===== config.mk =====
export PLATFORM = sky130hd
export DESIGN_NAME = prog_loader
export DESIGN_NICKNAME = d
export VERILOG_FILES = /design/src/rtl/prog_loader.sv
export SDC_FILE = /design/constraint.sdc
export NUM_CORES = 1
export LEC_CHECK = 0
export BUFFER_PORTS_ARGS = -buffer_cell sky130_fd_sc_hd__buf_2
export CORE_UTILIZATION = 39
export DETAILED_ROUTE_END_ITERATION = 12
export PLACE_DENSITY = 0.67
export SLEW_MARGIN = 20
export SYNTH_ARGS = -nofsm -noshare
export SYNTH_HDL_FRONTEND = slang
export SYNTH_SLANG_ARGS = --single-unit

===== constraint.sdc =====
create_clock -name clk -period 2.8 [get_ports clk]
set_clock_uncertainty 0.2 [all_clocks]
set_input_delay 0.28 -clock clk [delete_from_list [all_inputs] [get_ports clk]]
set_output_delay 0.28 -clock clk [all_outputs]
set_load 0.005 [all_outputs]

===== src/rtl/prog_loader.sv =====
// Loads a byte stream of 9-bit instructions into instruction RAM, then runs the CPU via start/halt.
// Latency: RAM write 1 cycle after high-byte handshake; start follows the last write by 1 cycle.
// Backpressure: in_ready is high only in the load states; a stalled stream waits with no timeout.
module prog_loader #(
    parameter int ADDR_W       = 9,
    parameter int START_CYCLES = 2,
    parameter int TIMEOUT      = 65535
) (
    input  logic              clk,
    input  logic              rst_n,
    input  logic              go,
    input  logic [ADDR_W-1:0] go_len,
    input  logic              in_valid,
    input  logic [7:0]        in_data,
    output logic              in_ready,
    output logic              im_we,
    output logic [ADDR_W-1:0] im_addr,
    output logic [8:0]        im_wdata,
    output logic              start,
    input  logic              halt,
    output logic              busy,
    output logic              done,
    output logic              timed_out,
    output logic [15:0]       cycles
);

    typedef enum logic [2:0] {
        S_IDLE,
        S_LOAD_LO,
        S_LOAD_HI,
        S_START,
        S_RUN,
        S_DONE
    } state_t;

    localparam logic [7:0]  SCNT_FULL = 8'(START_CYCLES);
    localparam logic [7:0]  SCNT_GO   = 8'(START_CYCLES - 1);
    localparam logic [16:0] TO_LIMIT  = 17'(TIMEOUT);

    state_t            state_q, state_d;
    logic [ADDR_W-1:0] len_q, len_d;
    logic [ADDR_W-1:0] addr_q, addr_d;
    logic [7:0]        lo_q, lo_d;
    logic              im_we_q, im_we_d;
    logic [ADDR_W-1:0] im_addr_q, im_addr_d;
    logic [8:0]        im_wdata_q, im_wdata_d;
    logic              start_q, start_d;
    logic [7:0]        scnt_q, scnt_d;
    logic [15:0]       cycles_q, cycles_d;
    logic              timed_out_q, timed_out_d;

    logic [ADDR_W-1:0] addr_inc;
    logic [16:0]       cycles_inc;
    logic              unused_hi_bits;

    assign addr_inc       = addr_q + ADDR_W'(1);
    assign cycles_inc     = {1'b0, cycles_q} + 17'd1;
    assign unused_hi_bits = ^in_data[7:1];

    always_comb begin
        state_d     = state_q;
        len_d       = len_q;
        addr_d      = addr_q;
        lo_d        = lo_q;
        im_we_d     = 1'b0;
        im_addr_d   = im_addr_q;
        im_wdata_d  = im_wdata_q;
        start_d     = 1'b0;
        scnt_d      = scnt_q;
        cycles_d    = cycles_q;
        timed_out_d = timed_out_q;
        in_ready    = 1'b0;

        case (state_q)
            S_IDLE: begin
                if (go) begin
                    len_d       = go_len;
                    addr_d      = '0;
                    timed_out_d = 1'b0;
                    if (go_len != '0) begin
                        state_d = S_LOAD_LO;
                    end else begin
                        // Nothing to write: start is raised on the very next cycle.
                        state_d  = S_START;
                        start_d  = 1'b1;
                        scnt_d   = SCNT_GO;
                        cycles_d = '0;
                    end
                end
            end
            S_LOAD_LO: begin
                in_ready = 1'b1;
                if (in_valid) begin
                    lo_d    = in_data;
                    state_d = S_LOAD_HI;
                end
            end
            S_LOAD_HI: begin
                in_ready = 1'b1;
                if (in_valid) begin
                    im_we_d    = 1'b1;
                    im_addr_d  = addr_q;
                    im_wdata_d = {in_data[0], lo_q};
                    addr_d     = addr_inc;
                    if (addr_inc == len_q) begin
                        // First START cycle overlaps the write strobe, so start stays low for it.
                        state_d  = S_START;
                        scnt_d   = SCNT_FULL;
                        cycles_d = '0;
                    end else begin
                        state_d = S_LOAD_LO;
                    end
                end
            end
            S_START: begin
                if (scnt_q == '0) begin
                    state_d = S_RUN;
                end else begin
                    scnt_d  = scnt_q - 8'd1;
                    start_d = 1'b1;
                end
            end
            S_RUN: begin
                if (halt) begin
                    state_d = S_DONE;
                end else begin
                    if (cycles_q != 16'hFFFF) begin
                        cycles_d = cycles_inc[15:0];
                    end
                    if (cycles_inc >= TO_LIMIT) begin
                        timed_out_d = 1'b1;
                        state_d     = S_DONE;
                    end
                end
            end
            S_DONE: begin
                state_d = S_IDLE;
            end
            default: begin
                state_d = S_IDLE;
            end
        endcase
    end

    always_ff @(posedge clk or negedge rst_n) begin
        if (!rst_n) begin
            state_q     <= S_IDLE;
            len_q       <= '0;
            addr_q      <= '0;
            lo_q        <= '0;
            im_we_q     <= 1'b0;
            im_addr_q   <= '0;
            im_wdata_q  <= '0;
            start_q     <= 1'b0;
            scnt_q      <= '0;
            cycles_q    <= '0;
            timed_out_q <= 1'b0;
        end else begin
            state_q     <= state_d;
            len_q       <= len_d;
            addr_q      <= addr_d;
            lo_q        <= lo_d;
            im_we_q     <= im_we_d;
            im_addr_q   <= im_addr_d;
            im_wdata_q  <= im_wdata_d;
            start_q     <= start_d;
            scnt_q      <= scnt_d;
            cycles_q    <= cycles_d;
            timed_out_q <= timed_out_d;
        end
    end

    assign im_we     = im_we_q;
    assign im_addr   = im_addr_q;
    assign im_wdata  = im_wdata_q;
    assign start     = start_q;
    assign busy      = (state_q != S_IDLE);
    assign done      = (state_q == S_DONE);
    assign timed_out = timed_out_q;
    assign cycles    = cycles_q;

endmodule


Word level (Yosys, flattened, before mapping):

Cells that the tools add are included.

* flip-flop bits (word level): 74
* bits in read-only memories: 0
* bits in latches: 0
* logic and storage cells: 86
* output and inout port bits: 40
* input port bits: 22
* memory bits (writable): 0
* memories: 0

* eq/ne operators: 18
* magnitude comparators: 1
* $mul: 0
* add/subtract/negate cells: 3
* muxes and demuxes: 36
* shifts and indexed selects: 0
* reductions and logical operators: 17
* divide/modulo/power cells: 0
* bitwise logic cells: 0

Operators by type and width (count)
* $mux 16: 6
* $pmux 16 s3: 1
* $mux 8: 5
* $pmux 8 s3: 1
* $ne 2x2->1 const B: 10
* $mux 3: 6
* $mux 9: 2
* $pmux 9 s2: 1
* $add 16x1->17 const B: 1
* $ge 17x16->1 const B: 1
* $ne 16x16->1 const B: 1
* $pmux 3 s5: 1
* $add 9x1->9 const B: 1
* $eq 9x9->1: 1
* $mux 1: 9
* $reduce_bool 3->1: 3
* $reduce_bool 9->1: 1
* $logic_not 8->1: 1
* $sub 8x1->8 const B: 1
* $reduce_and 7->1: 1
* $eq 3x2->1 const B: 2
* $eq 3x3->1 const B: 2
* $reduce_and 2->1: 3
* $reduce_and 6->1: 1
* other kinds (10): 13

Logic depth before layout (Yosys ltp):

Gate-level depths: netlist of the first run.

* depth after elaboration: 5
* mapped depth: 9
* mapped depth without buffers: 8

Worst setup path before layout of the first run:

OpenSTA, ideal clock, no wires.

* kind: register -> register
* start point: reg addr_q[0]
* end point: reg scnt_q[0]
* clock period less this slack: 2576 ps
* stages on the path, launching flop included: 9
* library setup time: 125 ps
* data required time: 2475 ps
* setup slack: 224 ps
* path buffers: 1
* arrival time: 2251 ps
* path through: dfrtp_1 -> ha_1 -> buf_2 -> xnor2_1 -> nand3_1 -> a21boi_0 -> or4_4 -> o31ai_4 -> mux2_4

* cells in the longest elaborated chain, start to end: 4

RTL lines
* start, declared: RTL line 42 `logic [ADDR_W-1:0] addr_q, addr_d;`
* start signal, assigned: RTL line 161 `addr_q <= addr_d;`
* $add 9x1->9: RTL line 56 `assign addr_inc = addr_q + ADDR_W'(1);`
* $eq 9x9->1: RTL line 105 `if (addr_inc == len_q) begin`
* $ne 2x2->1 (no source line)
* $reduce_and 6->1 (no source line)
* end signal, assigned: RTL line 167 `scnt_q <= scnt_d;`
* end, declared: RTL line 48 `logic [7:0] scnt_q, scnt_d;`

No other way between the ends.
A chain may end at the register's enable or synchronous reset.

Worst setup path in the final report of the first run:

* start point: in go_len[5]
* end point: reg cycles_q[8], in the netlist cycles[8]

* cells in the longest elaborated chain, start to end: 3

RTL lines
* start, declared: RTL line 12 `input logic [ADDR_W-1:0] go_len,`
* $reduce_bool 9->1: RTL line 80 `if (go_len != '0) begin`
* $ne 2x2->1 (no source line)
* $reduce_and 7->1 (no source line)
* end signal, assigned: RTL line 168 `cycles_q <= cycles_d;`
* end, declared: RTL line 49 `logic [15:0] cycles_q, cycles_d;`

No other way between the ends.

==> impl_metrics.ini, run 1 <==
[route]
drt_iter0_drc = 198
via_count = 3862
drc_errors = 0
antenna_left = 0
drt-wirelength-per-cell_um = 14.99
dr.pass1.iters = 5
vias_per_cell = 5.525
routed_wl_um = 10480

[worst_setup_path]
path_class = in -> reg
cp_slowest_cell = dlygate4sd3_1
startpoint_type = input pin
crit_fanout = 8
cp-end-kind = flop
critical-path-top-delay-family = buffers and inverters
crit_buf_inv = 3
cp.required_ns = 2.82
critPathMaxStageDelay_ns = 0.53
cp_cell_sequence = dlygate4sd3_1 -> buf_2 -> nor4_1 -> nand3_1 -> o31a_1 -> or2_4 -> buf_4 -> a22oi_1 -> o21ai_0
critical_path_arrival_ns = 2.69

[power]
leakage_nw = 2.276
peakVddDrop_v = 0.0004247
p_total_mw = 4.921
power.density_nw_per_um2 = 964.6

[sta]
fin_crit_sh_pct = 95.48
setup_viol_count_final = 0
relSlewSlack_pct = 37.32
whs_ns = 0.2687
fmax_ghz = 0.3740
tightestPinTransition_ns = 0.9402
finalWorstPathRequiredPeriod_ns = 2.674
fin_ws_ns = 0.1265
grt_setup_unrepaired = false
slew_viol_final = 0
hold_viol = 0
totalNegativeSetupSlack_ns = 0

[finish]
diodes = 0
instances_no_fill = 699
final_nets = 585
drive_above_1_share_pct = 23.27
fillers = 984
layout_common_cells = nand2_1, dfrtp_1, buf_2
area.sequential_um2 = 1852
syn_to_final_growth_pct = 20.62
multi_input_area_um2 = 2150
layout_commonest_cell = nand2_1

[clock_network]
insertion_delay_ns = 0.35
path_clk_slew_ns = 0.07
cts_tree = built
clockBufferDepth = 2
clock_sinks = 74
root_buffer = clkbuf_8
h-tree-depth = 3
numCtsBuffers = 9

[logic_synthesis]
ys_types = 62
postSynth.asyncResetShare_pct = 100.0
synth_top_flop_cell = dfrtp_1
seq_area_frac_synth_pct = 43.79
synth_edf_count = 0
synth.net_count = 504
ys_ff_latch = 74
synth_cells = 477
avgSynthCellArea_um2 = 8.866
synth_area_um2 = 4229
yosysWarnings = 0

[die]
core_um2 = 10420
ios = 62
die_area_um2 = 11260
die_y_um = 106.1
row_count = 37
die_x_um = 106.1
start_util_pct = 40.60

[place]
preCtsSetupSlack_ns = 0.1523
post-dp-hpwl_um = 7330
dp.cells = 663
gp_congestion = 0.8720
io_buffers = 61

[global_route]
grt_max_degree = 75
grtUsageTotal_pct = 19.97
grt_pass1_wl_um = 17760
antenna_found_initial = 0
grt_pass1_vias = 3767
grt-ovfl-total = 0

[run_status]
status = completed

[flow_run]
maxCapViolations = 0

[hold_path]
worstHoldPathType = reg -> reg
## area by class of cell
| type | instances | area share, % |
|---|---|---|
| repair buffers | 102 | 13.00 |
| inverters | 17 | 1.251 |
| well taps | 136 | 3.336 |
| clock buffers | 10 | 2.698 |
| flip-flops and latches | 74 | 36.30 |
| multi-input cells | 354 | 42.14 |
| clock inverters | 6 | 1.275 |
## per-layer routing
layer / up-vias / share of wire [%] / GRT usage [%]
met4: 0 / 1.8 / 9.623
met2: 109 / 47 / 31.40
met5: - / 0 / 0
met1: 1877 / 47 / 25.84
met3: 19 / 4.7 / 4.660
li1: 1857 / - / -
## stage by stage
stage | cell area, um^2 | util [%]
2_1_floorplan | 4229 | -
3_3_place_gp | 4691 | 45.03
3_5_place_dp | 4691 | 45.03
4_1_cts | 5084 | 48.80
5_1_grt | 5101 | 48.97
6_report | 5101 | 48.97
## sequential cells by signal (all words and copies together), names as in the netlist
signal	flops
cycles	16
addr_q	9
im_addr	9
im_wdata	9
len_q	9
lo_q	8
scnt_q	8
state_q	3
im_we	1
start	1
timed_out	1
## final timing paths
check                           from     endpoint  slack, ns  depth (start not counted)
max                        go_len[5]    cycles[8]       0.13                          9
min                          lo_q[2]  im_wdata[2]       0.27                          2
max reg2reg                addr_q[0]    scnt_q[1]       0.22                          8
min reg2reg                  lo_q[2]  im_wdata[2]       0.27                          2
max in group asynchronous      rst_n   im_addr[0]       1.37                          2
min in group asynchronous      rst_n    cycles[9]       0.40                          2
## repair_timing
action / CTS / global route
hold buffers: 19 / 0
endpoints found under the setup margin: 0 / 5
endpoints found under the hold margin: 93 / 0
resized for setup: 0 / 4
buffers inserted: 0 / 1
## tightest hold or removal path, stage by stage, from the launching register on
cell and delay (ns):
dfrtp_1 0.34, nand2_1 0.05, nand2_1 0.05
## cell usage after synthesis (4+ instances only)
master	n	area, um^2
mux2_2	17	191.4
a21oi_1	8	40.04
or3_1	8	50.05
xor2_1	5	43.79
inv_1	17	63.81
nor2_1	19	71.32
clkbuf_1	16	60.06
xnor2_1	9	78.83
nor4_1	9	56.30
buf_2	7	35.03
and2_1	10	62.56
or4_1	5	37.54
a31oi_1	7	43.79
o21ai_0	35	175.2
a21boi_0	4	30.03
o211ai_1	9	67.56
o31ai_1	4	30.03
o41ai_1	5	43.79
nand4_1	11	68.82
ha_1	5	62.56
a22oi_1	5	37.54
nand2_1	107	401.6
dfrtp_1	74	1852
nor3_1	10	50.05
nand3_1	14	70.07
## power by group
part           switching (mW)  internal (mW)  leakage [nW]
combinational            1.20           1.01          1.22
clock                   0.401          0.437         0.103
sequential              0.411           1.46         0.950
## cells by family after synthesis
family / synth area share [%]
simple gates: 24.50
flops: 43.79
xor+xnor: 2.899
buf+inv: 5.621
fa+ha+maj: 1.479
compound gates: 16.60
mux: 5.118
Power figures use the tool's default switching activity.
==> inputs of run 2 (changes only) <==
--- a/config.mk
+++ b/config.mk
@@ -8,7 +8,7 @@
 export BUFFER_PORTS_ARGS = -buffer_cell sky130_fd_sc_hd__buf_2
 export CORE_UTILIZATION = 39
 export DETAILED_ROUTE_END_ITERATION = 12
-export PLACE_DENSITY = 0.67
+export PLACE_DENSITY = 0.69
 export SLEW_MARGIN = 20
 export SYNTH_ARGS = -nofsm -noshare
 export SYNTH_HDL_FRONTEND = slang
==> constraint.sdc (replaced) <==
create_clock -name clk -period 2.2 [get_ports clk]
set_clock_uncertainty 0.2 [all_clocks]
set_input_delay 0.22 -clock clk [delete_from_list [all_inputs] [get_ports clk]]
set_output_delay 0.22 -clock clk [all_outputs]
set_load 0.005 [all_outputs]
==> run 2 against run 1 <==
The flow now finishes with violations (setup timing). Critical path depth fell by 2. Count of clock-buffer cells in the layout down 1. Clock power grew 42%. Sequential power increased by 21%. Power grew 55%.
==> impl_metrics.ini, run 2 (synthesis results as in run 1) <==
[worst_setup_path]
critical_path_arrival_ns = 2.50
cp_slowest_cell = or4_4
cp-end-kind = flop
cp.required_ns = 2.25
crit_fanout = 6
path_class = reg -> reg
startpoint_type = flop
critPathMaxStageDelay_ns = 0.57
cp_cell_sequence = buf_6 -> and4_4 -> a21o_2 -> nand4_1 -> or4_4 -> o31ai_4 -> mux2_4

[clock_network]
path_clk_slew_ns = 0.08
clock_sinks = 74
clockBufferDepth = 2
root_buffer = clkbuf_8
numCtsBuffers = 9
insertion_delay_ns = 0.37
h-tree-depth = 3
cts_tree = built

[finish]
largest_register_ffs = 16
layout_common_cells = nand2_1, buf_4, dfrtp_1
final_util_pct = 59.03
instances_no_fill = 789
syn_to_final_growth_pct = 45.38
diodes = 0
layout_commonest_cell = nand2_1
drive_above_1_share_pct = 39.66
final_nets = 676

[power]
leakage_nw = 2.821
combPwrFrac_pct = 54.9
internal_power_mw = 4.607
power.density_nw_per_um2 = 1244
pwr-share-seq_pct = 29.5
p_total_mw = 7.649
switchingPower_mw = 3.041
peakVddDrop_v = 0.0005675
p_clk_share_pct = 15.6
p_sw_share_pct = 39.76

[place]
dp.cells = 745
gp_congestion = 0.9127
post-dp-hpwl_um = 8443
io_buffers = 61

[route]
vias_per_cell = 5.479
antenna_left = 0
drt-wirelength-per-cell_um = 15.55
via_count = 4323
drt_iter0_drc = 272
dr.pass1.iters = 5
drc_errors = 0
routed_wl_um = 12270

[sta]
setup_viol_count_final = 26
fin_ws_ns = -0.2431
tightestPinTransition_ns = 0.6827
grt_setup_unrepaired = true
fin_crit_sh_pct = 111.0
finalWorstPathRequiredPeriod_ns = 2.443
slew_viol_final = 0
hold_viol = 0
whs_ns = 0.1715
relSlewSlack_pct = 54.49
fmax_ghz = 0.4093

[hold_path]
worstHoldPathType = in -> async

[die]
die_y_um = 106.1
row_count = 37
ios = 62
start_util_pct = 40.60
die_area_um2 = 11260
core_um2 = 10420
die_x_um = 106.1

[run_status]
violations = setup timing
status = finished with violations

[global_route]
grtUsageTotal_pct = 22.86
grt_pass1_wl_um = 20360
antenna_found_initial = 0
grt_pass1_vias = 4302
grt_max_degree = 39
grt-ovfl-total = 0

[flow_run]
maxCapViolations = 0
==> run 2: changes by cell type in the layout (fill, tap and decap cells not counted), sizes merged <==
cell,change
buf,+91
bufinv,+1
clkinvlp,-1
clkbuf,-1
==> run 2: stage by stage <==
stage / setup TNS (ns) / instance area [um^2] / setup slack (ns)
after floorplan: -2.632 / 4287 / -0.2518
after detailed placement: -4.817 / 5388 / -0.2564
final: -3.773 / 6148 / -0.2431
after global routing: -5.800 / 6148 / -0.2895
after global placement: -3.743 / 5388 / -0.2130
after CTS: -3.264 / 5951 / -0.2020
==> run 2: area by class of cell <==
class,count,area (um^2)
Multi-Input combinational cell,354,2391
Sequential cell,74,1857
Inverter,17,66.31
Tap cell,136,170.2
Fill cell,865,4268
Timing Repair Buffer,193,1449
Clock inverter,6,91.34
Clock buffer,9,123.9
==> run 2: final timing paths <==
path	from	cells after the start	slack (ns)	end
max	addr_q[0]	7	-0.24	scnt_q[0]
min	rst_n	2	0.17	cycles[10]
max reg2reg	addr_q[0]	7	-0.24	scnt_q[0]
min reg2reg	lo_q[6]	2	0.27	im_wdata[6]
max in group asynchronous	rst_n	3	1.03	addr_q[3]
min in group clk	in_valid	4	0.19	im_we
==> run 2: worst max-delay path, delay by kind of cell, from the launching register on <==
family	cells	cell delay (ns)
AO/OA/AOI/OAI	2	0.36
flip-flops	1	0.42
AND/OR/NAND/NOR	3	0.90
multiplexers	1	0.32
buffers and inverters	1	0.15
==> run 2: power groups by stage <==
| stage | Clock, mW | Sequential, mW | Combinational, mW |
|---|---|---|---|
| final | 1.19 | 2.26 | 4.20 |
| after global routing | 1.26 | 2.31 | 4.57 |
| after CTS | 1.21 | 2.25 | 3.90 |
| after detailed placement | 0 | 2.26 | 3.66 |
| after global placement | 0 | 2.23 | 3.56 |
| after floorplan | 0 | 2.24 | 2.01 |
==> run 2: layer usage <==
metal | global-route usage, % | up-vias | part of all wire [%]
li1 | - | 2045 | -
met1 | 29.74 | 2135 | 45
met2 | 37.11 | 121 | 49
met3 | 3.985 | 22 | 4.4
met4 | 10.32 | 0 | 2.3
met5 | 0 | - | 0
==> run 2: what timing repair did <==
item                       in CTS  in global routing
setup endpoints to repair      32                 32
gates cloned                    1                  0
pin swaps                       7                 11
resized for setup              29                 43
buffers inserted                4                  5
hold buffers                   19                  0
hold endpoints to repair       55                  0
==> inputs of run 3 (changes only) <==
--- a/config.mk
+++ b/config.mk
@@ -6,9 +6,10 @@
 export NUM_CORES = 1
 export LEC_CHECK = 0
 export BUFFER_PORTS_ARGS = -buffer_cell sky130_fd_sc_hd__buf_2
-export CORE_UTILIZATION = 39
+export CORE_MARGIN = 3
+export CORE_UTILIZATION = 52
 export DETAILED_ROUTE_END_ITERATION = 12
-export PLACE_DENSITY = 0.69
+export PLACE_DENSITY = 0.86
 export SLEW_MARGIN = 20
 export SYNTH_ARGS = -nofsm -noshare
 export SYNTH_HDL_FRONTEND = slang
==> constraint.sdc (replaced) <==
create_clock -name clk -period 2.2 [get_ports clk]
set_clock_uncertainty 0.2 [all_clocks]
set_input_delay 0.33 -clock clk [delete_from_list [all_inputs] [get_ports clk]]
set_output_delay 0.33 -clock clk [all_outputs]
set_load 0.005 [all_outputs]
==> run 3 against run 2 <==
The flow finishes with violations (hold timing, setup timing). First-iteration DRC count is 100% higher. Final area down 4.5%. Hold slack worse by 0.17 ns.
==> impl_metrics.ini, run 3 (synthesis results as in run 1) <==
[sta]
fin_crit_sh_pct = 119.9
grt_setup_unrepaired = true
setup_viol_count_final = 27
fin_ws_ns = -0.4373
fmax_ghz = 0.3792
finalWorstPathRequiredPeriod_ns = 2.637
relSlewSlack_pct = 62.43
totalNegativeSetupSlack_ns = -9.331
tightestPinTransition_ns = 0.5635
slew_viol_final = 0
whs_ns = -0.00007216
hold_viol = 1

[power]
power.density_nw_per_um2 = 1305
combPwrFrac_pct = 53.4
p_clk_share_pct = 15.9
switchingPower_mw = 3.222
leakage_nw = 2.696
pwr-share-seq_pct = 30.7
peakVddDrop_v = 0.0007185
p_sw_share_pct = 42.05
internal_power_mw = 4.440

[finish]
layout_common_cells = nand2_1, buf_4, dfrtp_1
diodes = 0
multi_input_area_um2 = 2385
layout_commonest_cell = nand2_1
final_nets = 652
fillers = 482
design_area_um2 = 5869
area.sequential_um2 = 1859
drive_above_1_share_pct = 39.68
largest_register_ffs = 16
syn_to_final_growth_pct = 38.79

[route]
vias_per_cell = 6.400
via_count = 4685
drt-wirelength-per-cell_um = 20.28
antenna_left = 0
drt_iter0_drc = 553
dr.pass1.iters = 6
drc_errors = 0
routed_wl_um = 14840

[run_status]
violations = hold timing, setup timing
status = finished with violations

[flow_run]
maxCapViolations = 0

[global_route]
grt-ovfl-total = 0
antenna_found_initial = 0
grtUsageTotal_pct = 29.23
grt_max_degree = 38
grt_pass1_wl_um = 20860
grt_pass1_vias = 4335

[clock_network]
root_buffer = clkbuf_8
h-tree-depth = 3
clock_sinks = 74
insertion_delay_ns = 0.37
cts_tree = built
numCtsBuffers = 9
clockBufferDepth = 2
path_clk_slew_ns = 0.08

[place]
post-dp-hpwl_um = 8807
preCtsSetupSlack_ns = -0.2782
dpl-instance-area_um2 = 5248
gp_congestion = 0.9924
io_buffers = 61

[die]
core_um2 = 7807
die_area_um2 = 9251
ios = 62
die_x_um = 96.18
start_util_pct = 54.17
row_count = 32
die_y_um = 96.18

[worst_setup_path]
crit_fanout = 5
cp.required_ns = 2.25
startpoint_type = flop
critical_path_arrival_ns = 2.69
path_class = reg -> reg
cp-end-kind = flop
r2r_slack_ns = -0.44
r2r_cells = 9

[hold_path]
worstHoldPathType = in -> reg
whs_path_depth = 2
[run 3: per-layer routing]
layer	GRT usage (%)	vias up	part of all wire, %
met4	16.11	0	5.6
met1	34.95	2212	36
met5	0	-	0
met3	4.769	92	10
met2	49.86	380	49
li1	-	2001	-
[run 3: area by class of cell]
class,count,area share (%)
clock buffers,9,2.110
clock inverters,7,1.727
inverters,17,1.087
multi-input cells,354,40.63
flip-flops and latches,74,31.68
well taps,102,2.174
repair buffers,169,20.59
[run 3: final timing paths]
path                                  start           to
worst max-delay path              addr_q[0]    scnt_q[0]
worst min-delay path             in_data[6]      lo_q[6]
worst max register to register    addr_q[0]    scnt_q[0]
worst min register to register  im_wdata[7]  im_wdata[7]
max in group asynchronous             rst_n   im_addr[3]
min in group asynchronous             rst_n    cycles[5]
[run 3: critical path, cell delays in order (launching register included)]
cell and delay (ns):
dfrtp_2 0.45, ha_4 0.20, buf_4 0.14, buf_4 0.16
a21oi_2 0.12, nor3_1 0.08, nor3_2 0.40, a211oi_4 0.13
o31ai_4 0.32, mux2_4 0.32
[run 3: per-stage QoR]
step	cells	utilization [%]	power, mW
floorplan	477	-	4.255
global placement	700	67.21	5.563
detailed placement	700	67.21	5.789
CTS	726	72.07	7.103
global route	732	75.18	8.041
finish	732	75.18	7.662
[run 3: timing repair]
| item | 4_1_cts | 5_1_grt |
|---|---|---|
| buffers inserted | 3 | 5 |
| gates resized for setup | 13 | 55 |
| setup endpoints to repair | 30 | 32 |
| hold buffers | 7 | 0 |
| hold endpoints to repair | 27 | 0 |
| gates cloned | 0 | 1 |
| pin swaps | 3 | 15 |
[run 3: power groups by stage]
stage               Sequential, mW  Combinational, mW  Clock (mW)
floorplan                     2.24               2.01           0
global placement              2.26               3.30           0
detailed placement            2.30               3.49           0
CTS                           2.29               3.61        1.20
global route                  2.40               4.38        1.27
finish                        2.35               4.09        1.22
